===== src/rtl/sal_bk_ctrl_pkg.sv =====
// Shared definitions for the SAL DDR2 per-bank controller: bank count, address/tag widths,
// DDR2-800 timing defaults and the bank state encoding.
package sal_bk_ctrl_pkg;

    localparam int DRAM_BK_CNT  = 4;
    localparam int DRAM_ROW_W   = 14;
    localparam int DRAM_COL_W   = 10;
    localparam int DRAM_ID_W    = 4;

    localparam int DRAM_T_RCD   = 5;
    localparam int DRAM_T_RAS   = 18;
    localparam int DRAM_T_RTP   = 3;
    localparam int DRAM_T_WTP   = 14;
    localparam int DRAM_T_RP    = 5;

    localparam int CNT_W        = 5;

    typedef enum logic [1:0] {
        BK_IDLE      = 2'd0,
        BK_ACTIVE    = 2'd1,
        BK_PRECHARGE = 2'd2
    } bk_state_t;

    function automatic logic [CNT_W-1:0] cnt_max(input logic [CNT_W-1:0] a,
                                                 input logic [CNT_W-1:0] b);
        return (a > b) ? a : b;
    endfunction

endpackage


===== src/rtl/sal_bk_timer.sv =====
// 5-bit timing counter: loads a value, then counts down to zero and holds there.
module sal_bk_timer
    import sal_bk_ctrl_pkg::*;
(
    input  logic             clk,
    input  logic             rst_n,
    input  logic             load,
    input  logic [CNT_W-1:0] load_val,
    output logic [CNT_W-1:0] cnt,
    output logic             is_zero
);

    always_ff @(posedge clk or negedge rst_n) begin
        if (!rst_n) begin
            cnt <= '0;
        end else if (load) begin
            cnt <= load_val;
        end else if (cnt != '0) begin
            cnt <= cnt - 1'b1;
        end
    end

    assign is_zero = (cnt == '0);

endmodule


===== src/rtl/sal_bk_ctrl.sv =====
// Per-bank DDR2 controller: single-entry request buffer, open-page row tracking and
// per-bank tRCD/tRAS/tRTP/tWTP/tRP gating of ACT/PRE/RD/WR requests to the scheduler.
module sal_bk_ctrl
    import sal_bk_ctrl_pkg::*;
#(
    parameter int ROW_W = DRAM_ROW_W,
    parameter int COL_W = DRAM_COL_W,
    parameter int ID_W  = DRAM_ID_W,
    parameter int T_RCD = DRAM_T_RCD,
    parameter int T_RAS = DRAM_T_RAS,
    parameter int T_RTP = DRAM_T_RTP,
    parameter int T_WTP = DRAM_T_WTP,
    parameter int T_RP  = DRAM_T_RP
) (
    input  logic               clk,
    input  logic               rst_n,
    input  logic               req_valid,
    output logic               req_ready,
    input  logic               req_wr,
    input  logic [ROW_W-1:0]   req_row,
    input  logic [COL_W-1:0]   req_col,
    input  logic [ID_W-1:0]    req_id,
    output logic               act_req,
    output logic               pre_req,
    output logic               rd_req,
    output logic               wr_req,
    output logic [ROW_W-1:0]   cmd_row,
    output logic [COL_W-1:0]   cmd_col,
    output logic [ID_W-1:0]    cmd_id,
    input  logic               act_gnt,
    input  logic               pre_gnt,
    input  logic               rd_gnt,
    input  logic               wr_gnt,
    output logic [1:0]         dbg_state,
    output logic [4*CNT_W-1:0] dbg_cnt
);

    localparam logic [CNT_W-1:0] RCD_LD = CNT_W'(T_RCD - 1);
    localparam logic [CNT_W-1:0] RAS_LD = CNT_W'(T_RAS - 1);
    localparam logic [CNT_W-1:0] RTP_LD = CNT_W'(T_RTP - 1);
    localparam logic [CNT_W-1:0] WTP_LD = CNT_W'(T_WTP - 1);
    localparam logic [CNT_W-1:0] RP_LD  = CNT_W'(T_RP - 1);

    bk_state_t          state_q, state_d;
    logic               buf_valid, buf_wr, rdy_en;
    logic [ROW_W-1:0]   buf_row, open_row;
    logic [COL_W-1:0]   buf_col;
    logic [ID_W-1:0]    buf_id;
    logic               accept, row_hit;
    logic               act_fire, pre_fire, cas_fire;
    logic               ld_rcd, ld_ras, ld_pre, ld_rp;
    logic [CNT_W-1:0]   pre_ld_val;
    logic [CNT_W-1:0]   cnt_rcd, cnt_ras, cnt_pre, cnt_rp;
    logic               rcd_zero, ras_zero, pre_zero, rp_zero;

    // Upstream handshake: a request transfers in any cycle where req_valid and req_ready are
    // both high; req_ready comes only from registers, so grants never reach it combinationally.
    // Scheduler handshake: a *_req stays high with cmd_* stable until its own *_gnt in the
    // same cycle; a grant arriving without its request is ignored.
    assign req_ready = rdy_en & ~buf_valid;
    assign accept    = req_valid & req_ready;
    assign row_hit   = (buf_row == open_row);

    assign cmd_row   = buf_row;
    assign cmd_col   = buf_col;
    assign cmd_id    = buf_id;
    assign dbg_state = state_q;
    assign dbg_cnt   = {cnt_rcd, cnt_ras, cnt_pre, cnt_rp};

    always_ff @(posedge clk or negedge rst_n) begin
        if (!rst_n) begin
            state_q <= BK_IDLE;
        end else begin
            state_q <= state_d;
        end
    end

    always_comb begin
        state_d    = state_q;
        act_req    = 1'b0;
        pre_req    = 1'b0;
        rd_req     = 1'b0;
        wr_req     = 1'b0;
        case (state_q)
            BK_IDLE: begin
                act_req = buf_valid;
            end
            BK_ACTIVE: begin
                if (buf_valid) begin
                    if (row_hit) begin
                        rd_req = rcd_zero & ~buf_wr;
                        wr_req = rcd_zero &  buf_wr;
                    end else begin
                        pre_req = ras_zero & pre_zero;
                    end
                end
            end
            BK_PRECHARGE: begin
                if (rp_zero) begin
                    act_req = buf_valid;
                    state_d = BK_IDLE;
                end
            end
            default: begin
                state_d = BK_IDLE;
            end
        endcase

        act_fire   = act_req & act_gnt;
        pre_fire   = pre_req & pre_gnt;
        cas_fire   = (rd_req & rd_gnt) | (wr_req & wr_gnt);
        ld_rcd     = act_fire;
        ld_ras     = act_fire;
        ld_rp      = pre_fire;
        ld_pre     = cas_fire;
        // A later CAS may only extend the precharge hold-off, never shorten it.
        pre_ld_val = buf_wr ? cnt_max(cnt_pre, WTP_LD) : cnt_max(cnt_pre, RTP_LD);

        if (act_fire) begin
            state_d = BK_ACTIVE;
        end else if (pre_fire) begin
            state_d = BK_PRECHARGE;
        end
    end

    always_ff @(posedge clk or negedge rst_n) begin
        if (!rst_n) begin
            rdy_en    <= 1'b0;
            buf_valid <= 1'b0;
            buf_wr    <= 1'b0;
            buf_row   <= '0;
            buf_col   <= '0;
            buf_id    <= '0;
            open_row  <= '0;
        end else begin
            rdy_en <= 1'b1;
            if (accept) begin
                buf_valid <= 1'b1;
                buf_wr    <= req_wr;
                buf_row   <= req_row;
                buf_col   <= req_col;
                buf_id    <= req_id;
            end else if (cas_fire) begin
                buf_valid <= 1'b0;
            end
            if (act_fire) begin
                open_row <= buf_row;
            end
        end
    end

    sal_bk_timer u_rcd (.clk(clk), .rst_n(rst_n), .load(ld_rcd), .load_val(RCD_LD),
                        .cnt(cnt_rcd), .is_zero(rcd_zero));
    sal_bk_timer u_ras (.clk(clk), .rst_n(rst_n), .load(ld_ras), .load_val(RAS_LD),
                        .cnt(cnt_ras), .is_zero(ras_zero));
    sal_bk_timer u_pre (.clk(clk), .rst_n(rst_n), .load(ld_pre), .load_val(pre_ld_val),
                        .cnt(cnt_pre), .is_zero(pre_zero));
    sal_bk_timer u_rp  (.clk(clk), .rst_n(rst_n), .load(ld_rp),  .load_val(RP_LD),
                        .cnt(cnt_rp),  .is_zero(rp_zero));

endmodule


===== config.mk =====
export PLATFORM = sky130hd
export DESIGN_NAME = sal_bk_ctrl
export DESIGN_NICKNAME = d
export VERILOG_FILES = /design/src/rtl/sal_bk_ctrl_pkg.sv /design/src/rtl/sal_bk_timer.sv /design/src/rtl/sal_bk_ctrl.sv
export SDC_FILE = /design/constraint.sdc
export NUM_CORES = 1
export LEC_CHECK = 0
export BUFFER_PORTS_ARGS = -buffer_cell sky130_fd_sc_hd__buf_4
export CAP_MARGIN = 20
export CORE_ASPECT_RATIO = 1.75
export CORE_MARGIN = 2
export CORE_UTILIZATION = 46
export CTS_BUF_LIST = sky130_fd_sc_hd__clkbuf_8
export CTS_CLUSTER_DIAMETER = 120
export DETAILED_ROUTE_END_ITERATION = 8
export HOLD_SLACK_MARGIN = 0.12
export PLACE_DENSITY_LB_ADDON = 0.1
export SLEW_MARGIN = 10
export SYNTH_ARGS = -nofsm -noshare
export SYNTH_HDL_FRONTEND = slang
export SYNTH_SLANG_ARGS = --single-unit
export TNS_END_PERCENT = 5

===== constraint.sdc =====
create_clock -name clk -period 2.3 [get_ports clk]
set_input_delay 0.575 -clock clk [delete_from_list [all_inputs] [get_ports clk]]
set_output_delay 0.575 -clock clk [all_outputs]
set_load 0.005 [all_outputs]

==> results.txt, run 1 <==
Outcome - finished with violations
Failing checks - setup timing
Nets@finish - 431
Post-Route WL - 7005 um
Worst Skew - 5.942 ps
IO Port Bufs - 90
Initial DRC count - 127
Layout cell share with drive strength beyond 1 - 48.21%
Slowest-stage cell, CP - dfrtp_1
Core Area - 6807 um^2
1st-pass router iterations - 4
Unrepaired setup endpoints after global routing - yes
Netlist cell types - 39
Clk buf depth - 2
Final Setup Violations - 4
Commonest non-fill, non-tap cells in the layout - buf_4 (110), dfrtp_1 (67), mux2_2 (43)
Wirelength per Cell - 14.78 um
Vias per Instance - 5.209
# IOs - 91
Fin crit period - 2484 ps
FF+latch count, synth - 67
Routability cong. - 0.8485
Achievable Freq - 402.6 MHz
CTS Root Cell - clkbuf_8
First-pass GRT wire length - 11530 um
WP data required - 1730 ps
Area contributors post-synth - dfrtp_1 (53%), mux2_2 (15%), xnor2_1 (5.8%), ha_1 (3.9%), nand2_1 (2.2%)
Final hold vios - 0
Setup slack, reg-to-reg - 20 ps
Skew-Pair Late Insertion Delay - 340 ps
GRT Resource Usage Total - 20.36%
Largest net degree at the start of global routing - 38
Synth Cell Area - 3182 um^2
Crit Path Max Fanout - 4
Power density over the cells - 1321 nW/um^2
Die width - 66.87 um
Post-route setup slack - -183.7 ps
Hold slack - 159.3 ps
Max-cap violation count - 0
CP Capture Type - primary output
CTS H-tree depth - 3
Sequential area share after synthesis - 52.69%
VDD IR max - 0.0007929 V
Post-detail-place hpwl - 5092 um
TritonCTS clock tree - built
Hold WC Path Type - input pin to async pin
Post-synth top area share - 52.69%
Sink Count - 67
Filler Cell Count - 608
CP Launch Type - flip-flop
Area Growth Syn to Fin - 37.16%
Via count - 2469
Cell Count, Final, Fillers Out - 474
Worst setup path category - flip-flop to primary output
Fin. max-slew vios - 0
R2R Path Start - open_row[1]
Die ar. - 7625 um^2
Residual DRC - 0
Initial antenna violation count - 0
Commonest non-fill, non-tap cell in the layout - buf_4
Critical Path Max Stage Delay - 430 ps
Die Y-Extent - 114.0 um
Ys Warns - 0
Total gr overflow - 0
Vias in the first global route - 2500
CTS buffer count - 9
Reg2reg path depth - 9
Row count - 40
Inst Count DP - 446
Synth area leader - dfrtp_1
Synthesized instance count - 268
Worst reg2reg endpoint - u_pre.cnt[1]
Pleak - 2.097 nW
Cell chain of the critical path - xnor2_1 > nand4_1 > nor4_2 > nand3_1 > nor2_1 > buf_4
WP data arrival - 1910 ps
Syn Nets - 314
Worst-path clk slew - 70 ps
N_diodes - 0
Antenna Nets Post-Route - 0
Starting Density - 46.75%
Mean Syn Cell Area - 11.87 um^2
Post-route clock period utilization - 108.0%
## logic make-up (layout without fill, tap and decap cells)
kind of cell,count (synthesis),in the layout,synth area share [%]
multiplexers,44,44,15.69
XOR/XNOR,21,21,5.781
adder cells (fa/ha/maj),10,10,3.932
AND/OR/NAND/NOR,74,74,13.05
buffers and inverters,19,141,2.399
other,1,1,0.1179
flip-flops,67,67,52.69
AO/OA/AOI/OAI,32,32,6.331
## per-layer routing
layer,part of all wire [%],GRT usage [%],vias to the layer above
met3,4.6,3.748,19
met1,38,23.69,1215
met2,54,34.07,74
met4,3.5,12.11,0
met5,0,0,-
li1,-,-,1161
## per-stage QoR
step / worst slack [ps] / util [%] / setup TNS (ps) / cell area, um^2 / power [mW]
3_3_place_gp: 108.8 / 59.52 / 0 / 4051 / 4.638
4_1_cts: -168.8 / 63.71 / -554.9 / 4337 / 5.779
2_1_floorplan: 18.58 / - / 0 / 3182 / 3.565
6_report: -183.7 / 64.12 / -566.6 / 4364 / 5.765
5_1_grt: -289.1 / 64.12 / -1296 / 4364 / 6.212
3_5_place_dp: 110.1 / 59.52 / 0 / 4051 / 4.718
## synthesized netlist by cell type, drive strengths merged
master / count
buf: 2
and2: 3
conb: 1
o21bai: 2
nor2: 18
nand3: 3
nor4: 3
a2bb2oi: 1
nor3: 6
mux2: 44
nand2b: 3
a21oi: 8
and3b: 1
nor3b: 1
o21ai: 9
nor2b: 5
nand2: 20
a211o: 2
a22oi: 1
nand4: 5
clkbuf: 5
ha: 10
or3: 4
o31ai: 2
o31a: 1
a21o: 1
a31oi: 3
inv: 12
o211a: 1
dfrtp: 67
o211ai: 1
nor4b: 2
xnor2: 21
## critical path: cells and delay by family, from the launching register on
kind          cells  cell delay [ps]
xor+xnor          1              160
buf+inv           1              120
simple gates      4              870
flops             1              430
## how the worst max path moves through the flow
stage,end,from,depth (start not counted)
6_report,wr_req,cmd_row[13],6
5_1_grt,wr_req,open_row[10],6
4_1_cts,wr_req,open_row[1],6
3_5_place_dp,wr_req,cmd_row[6],6
3_3_place_gp,rd_req,cmd_row[6],6
2_1_floorplan,open_row[11],u_rp.cnt[0],10
## registers in the layout (all words and copies together) (netlist names)
name	cells
cmd_row	14
open_row	14
cmd_col	10
u_pre.cnt	5
u_ras.cnt	5
u_rcd.cnt	5
u_rp.cnt	5
cmd_id	4
dbg_state	2
buf_valid	1
buf_wr	1
rdy_en	1
## cell type report
class	instances	area [um^2]	area share (%)
clock inverter	5	28.78	0.6594
timing repair buffer	113	885.9	20.30
inverter	12	45.04	1.032
multi-input combinational	182	1471	33.72
tap	84	105.1	2.408
clock buffer	11	151.4	3.469
sequential	67	1677	38.42
## report_power, final
group	switching, mW	internal (mW)	total, mW
combinational	1.08	1.61	2.68
clock	0.439	0.442	0.881
sequential	0.492	1.71	2.20
## timing repair
action	4_1_cts	5_1_grt
endpoints found under the setup margin	4	9
hold buffers	0	0
pin swaps	5	7
resized for setup	9	2
cloned	0	0
setup buffers	9	3
No activity file was read; power rests on OpenSTA's default activity.
==> run 2: changes to the inputs <==
- CORE_ASPECT_RATIO: 1.75 -> 1.2
- clock period: 2.3 -> 3.05 ns (I/O delays scaled with it)
==> results.txt, run 2 (synthesis gave the netlist of run 1 again) <==
Sink Count - 67
Slew margin rel. - 43.50%
Wirelength per Cell - 13.97 um
Setup bufs post-CTS - 0
Cell Area, Placed - 3965 um^2
Clk buf depth - 2
First-pass GRT wire length - 10370 um
CP Capture Type - primary output
Achievable Freq - 364.8 MHz
Max-cap violation count - 0
Worst-margin pin slew - 847.5 ps
Post-detail-place hpwl - 4634 um
WP data arrival - 1980 ps
Via count - 2351
Global Route met3 Usage - 5.871%
Final Instance Area - 4165 um^2
CTS H-tree depth - 3
VDD IR max - 0.0005051 V
Setup TNS - 0 ps
1st-pass router iterations - 4
Die width - 79.92 um
Row count - 33
Worst-path clk slew - 70 ps
TritonCTS clock tree - built
Core Area - 6771 um^2
Worst setup path category - flip-flop to primary output
CP delay by family, top - simple AND/OR/NAND/NOR gates
Starting Density - 46.99%
Residual DRC - 0
Total Power - 4.175 mW
GR met2 Demand/Resource - 28.75%
Fin crit period - 2741 ps
Final Setup Violations - 0
Skew-Pair Late Insertion Delay - 330 ps
Worst Path Buf+Inv - 2
Hold WC Path Type - flip-flop to flip-flop
Hold slack - 507.7 ps
Cell chain of the critical path - inv_1 > ha_1 > nor2b_1 > and2_1 > nand2b_1 > nor3b_2 > buf_4
Initial DRC count - 79
Pleak - 1.999 nW
Initial antenna violation count - 0
# hold bufs at CTS - 0
WP data required - 2290 ps
CTS Root Cell - clkbuf_8
Die ar. - 7601 um^2
CTS buffer count - 9
N_diodes - 0
Power density over the cells - 1002 nW/um^2
Final hold vios - 0
Layout cell share with drive strength beyond 1 - 42.70%
Critical Path Max Stage Delay - 390 ps
GRT Resource Usage Total - 17.65%
CP Launch Type - flip-flop
GR Layer Usage met1 - 21.73%
IO Port Bufs - 90
GR peak layer - met2
Area Growth Syn to Fin - 30.91%
Total gr overflow - 0
Crit Path Max Fanout - 5
Vias per Instance - 5.144
Largest net degree at the start of global routing - 68
Unrepaired setup endpoints after global routing - no
Vias in the first global route - 2244
Post-route clock period utilization - 89.87%
Outcome - complete, no violations
# IOs - 91
Commonest non-fill, non-tap cells in the layout - buf_4 (94), dfrtp_1 (67), mux2_2 (43)
Worst Skew - 8.074 ps
Commonest non-fill, non-tap cell in the layout - buf_4
Antenna Nets Post-Route - 0
Post-Route WL - 6386 um
Routability cong. - 0.8399
Nets@finish - 412
Slowest-stage cell, CP - dfrtp_1
Fin. max-slew vios - 0
Die Y-Extent - 95.11 um
Final Util - 61.51%
[run 2: changes by cell type in the layout (fill, tap and decap cells not counted), moves of 2 or more]
cell / before / now
buf_4: 110 / 94
nor2b_1: 3 / 5
nor2b_2: 2 / 0
clkinvlp_4: 2 / 0
inv_2: 2 / 0
inv_1: 11 / 14
buf_12: 3 / 0
nor3_2: 2 / 0
nor3_1: 4 / 6
[run 2: what timing repair did]
| item | CTS | global route |
|---|---|---|
| setup endpoints to repair | 0 | 1 |
| hold endpoints to repair | 0 | 0 |
| gates resized for setup | 0 | 1 |
[run 2: power breakdown]
part / internal (mW) / leakage [nW] / switching (mW) / total, mW
registers: 1.29 / 0.828 / 0.368 / 1.66
clock network: 0.411 / 0.108 / 0.314 / 0.725
logic: 1.05 / 1.06 / 0.741 / 1.80
[run 2: path summary, 6_finish.rpt]
path,end,from,depth (start not counted),slack (ps)
max in group asynchronous,buf_valid,rst_n,1,1960
min in group asynchronous,u_ras.cnt[2],rst_n,1,520
min,cmd_col[0],cmd_col[0],1,510
max,act_req,u_rp.cnt[0],7,310
min reg2reg,cmd_col[0],cmd_col[0],1,510
max reg2reg,u_pre.cnt[1],u_rcd.cnt[0],8,620
[run 2: cell type report]
type                            count  area, um^2
Sequential cell                    67        1677
Multi-Input combinational cell    182        1435
Inverter                           12       45.04
Clock buffer                       11       151.4
Tap cell                           87       108.9
Fill cell                         599        2606
Clock inverter                      4       42.54
Timing Repair Buffer               94       705.7
[run 2: per-stage QoR]
stage                     setup WS [ps]  instances
after global placement            607.0        442
after CTS                         191.8        457
final                             309.1        457
after floorplan                   768.6        268
after detailed placement          581.3        442
after global routing              109.2        457
[run 2: layer usage]
metal / part of all wire, % / vias to the layer above
li1: - / 1125
met1: 41 / 1141
met2: 50 / 78
met3: 7.6 / 7
met4: 1.3 / 0
met5: 0 / -
==> run 3: changes to the inputs <==
- CORE_UTILIZATION: 46 -> 25
==> results.txt, run 3 (synthesis gave the netlist of run 1 again) <==
WP data required - 2290 ps
Vias in the first global route - 2397
CP Launch Type - flip-flop
Fin. max-slew vios - 0
Worst slack, placed - 536.8 ps
Post-detail-place hpwl - 5303 um
Layout cell share with drive strength beyond 1 - 42.86%
GRT Resource Usage Total - 11.59%
Worst Skew - 6.350 ps
GR Layer Usage met1 - 13.76%
Largest net degree at the start of global routing - 68
WP data arrival - 1980 ps
Commonest non-fill, non-tap cell in the layout - buf_4
Worst Setup SP - cmd_row[6]
Row count - 45
Sink Count - 67
Cell Count, Final, Fillers Out - 535
Die ar. - 13650 um^2
Crit Path Max Fanout - 4
Filler Cell Count - 1285
Register Area - 1677 um^2
Worst-path clk slew - 70 ps
CTS buffer count - 9
Hold WC Path Type - flip-flop to flip-flop
Residual DRC - 0
Wirelength per Cell - 14.24 um
Post-Route WL - 7616 um
CP Capture Type - primary output
Max-cap violation count - 0
CTS H-tree depth - 3
Antenna Nets Post-Route - 0
Unrepaired setup endpoints after global routing - no
Via count - 2317
# IOs - 91
Fin crit period - 2742 ps
Power density over the cells - 992.9 nW/um^2
Initial DRC count - 39
1st-pass router iterations - 4
GR met2 Demand/Resource - 19.33%
Inst Count DP - 520
R2R Path Start - u_rp.cnt[0]
Slew margin rel. - 40.28%
GR peak layer - met2
Setup bufs post-CTS - 0
Final Setup Violations - 0
CTS Root Cell - clkbuf_8
# hold bufs at CTS - 0
Worst Hold Launch - cmd_col[9]
Worst-margin pin slew - 895.8 ps
Clk buf depth - 2
Total gr overflow - 0
Outcome - complete, no violations
Worst setup path category - flip-flop to primary output
Die Y-Extent - 127.6 um
Vias per Instance - 4.331
Commonest non-fill, non-tap cells in the layout - buf_4 (95), dfrtp_1 (67), mux2_2 (43)
Routability cong. - 0.8299
Setup TNS - 0 ps
VDD IR max - 0.0002969 V
First-pass GRT wire length - 12010 um
Achievable Freq - 364.7 MHz
TritonCTS clock tree - built
Skew-Pair Late Insertion Delay - 340 ps
Area of the multi-input gates - 1435 um^2
Post-route clock period utilization - 89.89%
Core Area - 12560 um^2
Pleak - 2.005 nW
Starting Density - 25.34%
N_diodes - 0
Initial antenna violation count - 0
Nets@finish - 413
IO Port Bufs - 90
Post-route setup slack - 308.2 ps
Final hold vios - 0
Die width - 107.0 um
Area Growth Syn to Fin - 34.17%
Global Route met3 Usage - 2.755%
[run 3: worst paths after layout]
kind | end | slack, ps | cells past startpoint
setup / recovery | rd_req | 310 | 6
hold / removal | cmd_col[9] | 510 | 1
setup reg to reg | open_row[11] | 660 | 9
hold reg to reg | cmd_col[9] | 510 | 1
max in group asynchronous | buf_wr | 1930 | 1
min in group asynchronous | u_rcd.cnt[3] | 540 | 1
[run 3: stage by stage]
| step | util (%) | hold WS, ps | total power, mW | instance area, um^2 |
|---|---|---|---|---|
| after detailed placement | 32.41 | 497.2 | 3.537 | 4069 |
| after global placement | 32.41 | 491.7 | 3.530 | 4069 |
| after floorplan | - | 466.9 | 2.688 | 3182 |
| after CTS | 33.95 | 514.6 | 4.329 | 4263 |
| after global routing | 34.00 | 524.4 | 4.624 | 4269 |
| final | 34.00 | 508.9 | 4.239 | 4269 |
[run 3: worst max-delay path: stages (launching register included)]
cell	delay, ps
dfrtp_1	410
xnor2_1	180
nand4_1	220
nor4_2	360
nand3_1	200
nor2_1	140
buf_4	120
[run 3: final cells by class]
type,count,area share (%)
tap,164,4.807
timing repair buffer,95,16.71
inverter,12,1.055
clock buffer,11,3.546
sequential,67,39.27
clock inverter,4,0.9965
multi-input combinational,182,33.62
[run 3: power breakdown]
group / internal, mW / switching, mW / total, mW
clock: 0.411 / 0.347 / 0.758
sequential: 1.29 / 0.380 / 1.67
combinational: 1.07 / 0.748 / 1.81
total: 2.76 / 1.47 / 4.24
[run 3: metal layers]
metal	part of all wire [%]	vias up	routed length [um]
met1	43	1128	3310
met5	0	-	0
met4	2.3	0	173
met3	4.7	10	355
met2	50	56	3776
li1	-	1123	-
[run 3: timing repair]
item / 4_1_cts / 5_1_grt
gates resized for setup: 0 / 1
endpoints found under the hold margin: 0 / 0
endpoints found under the setup margin: 0 / 2
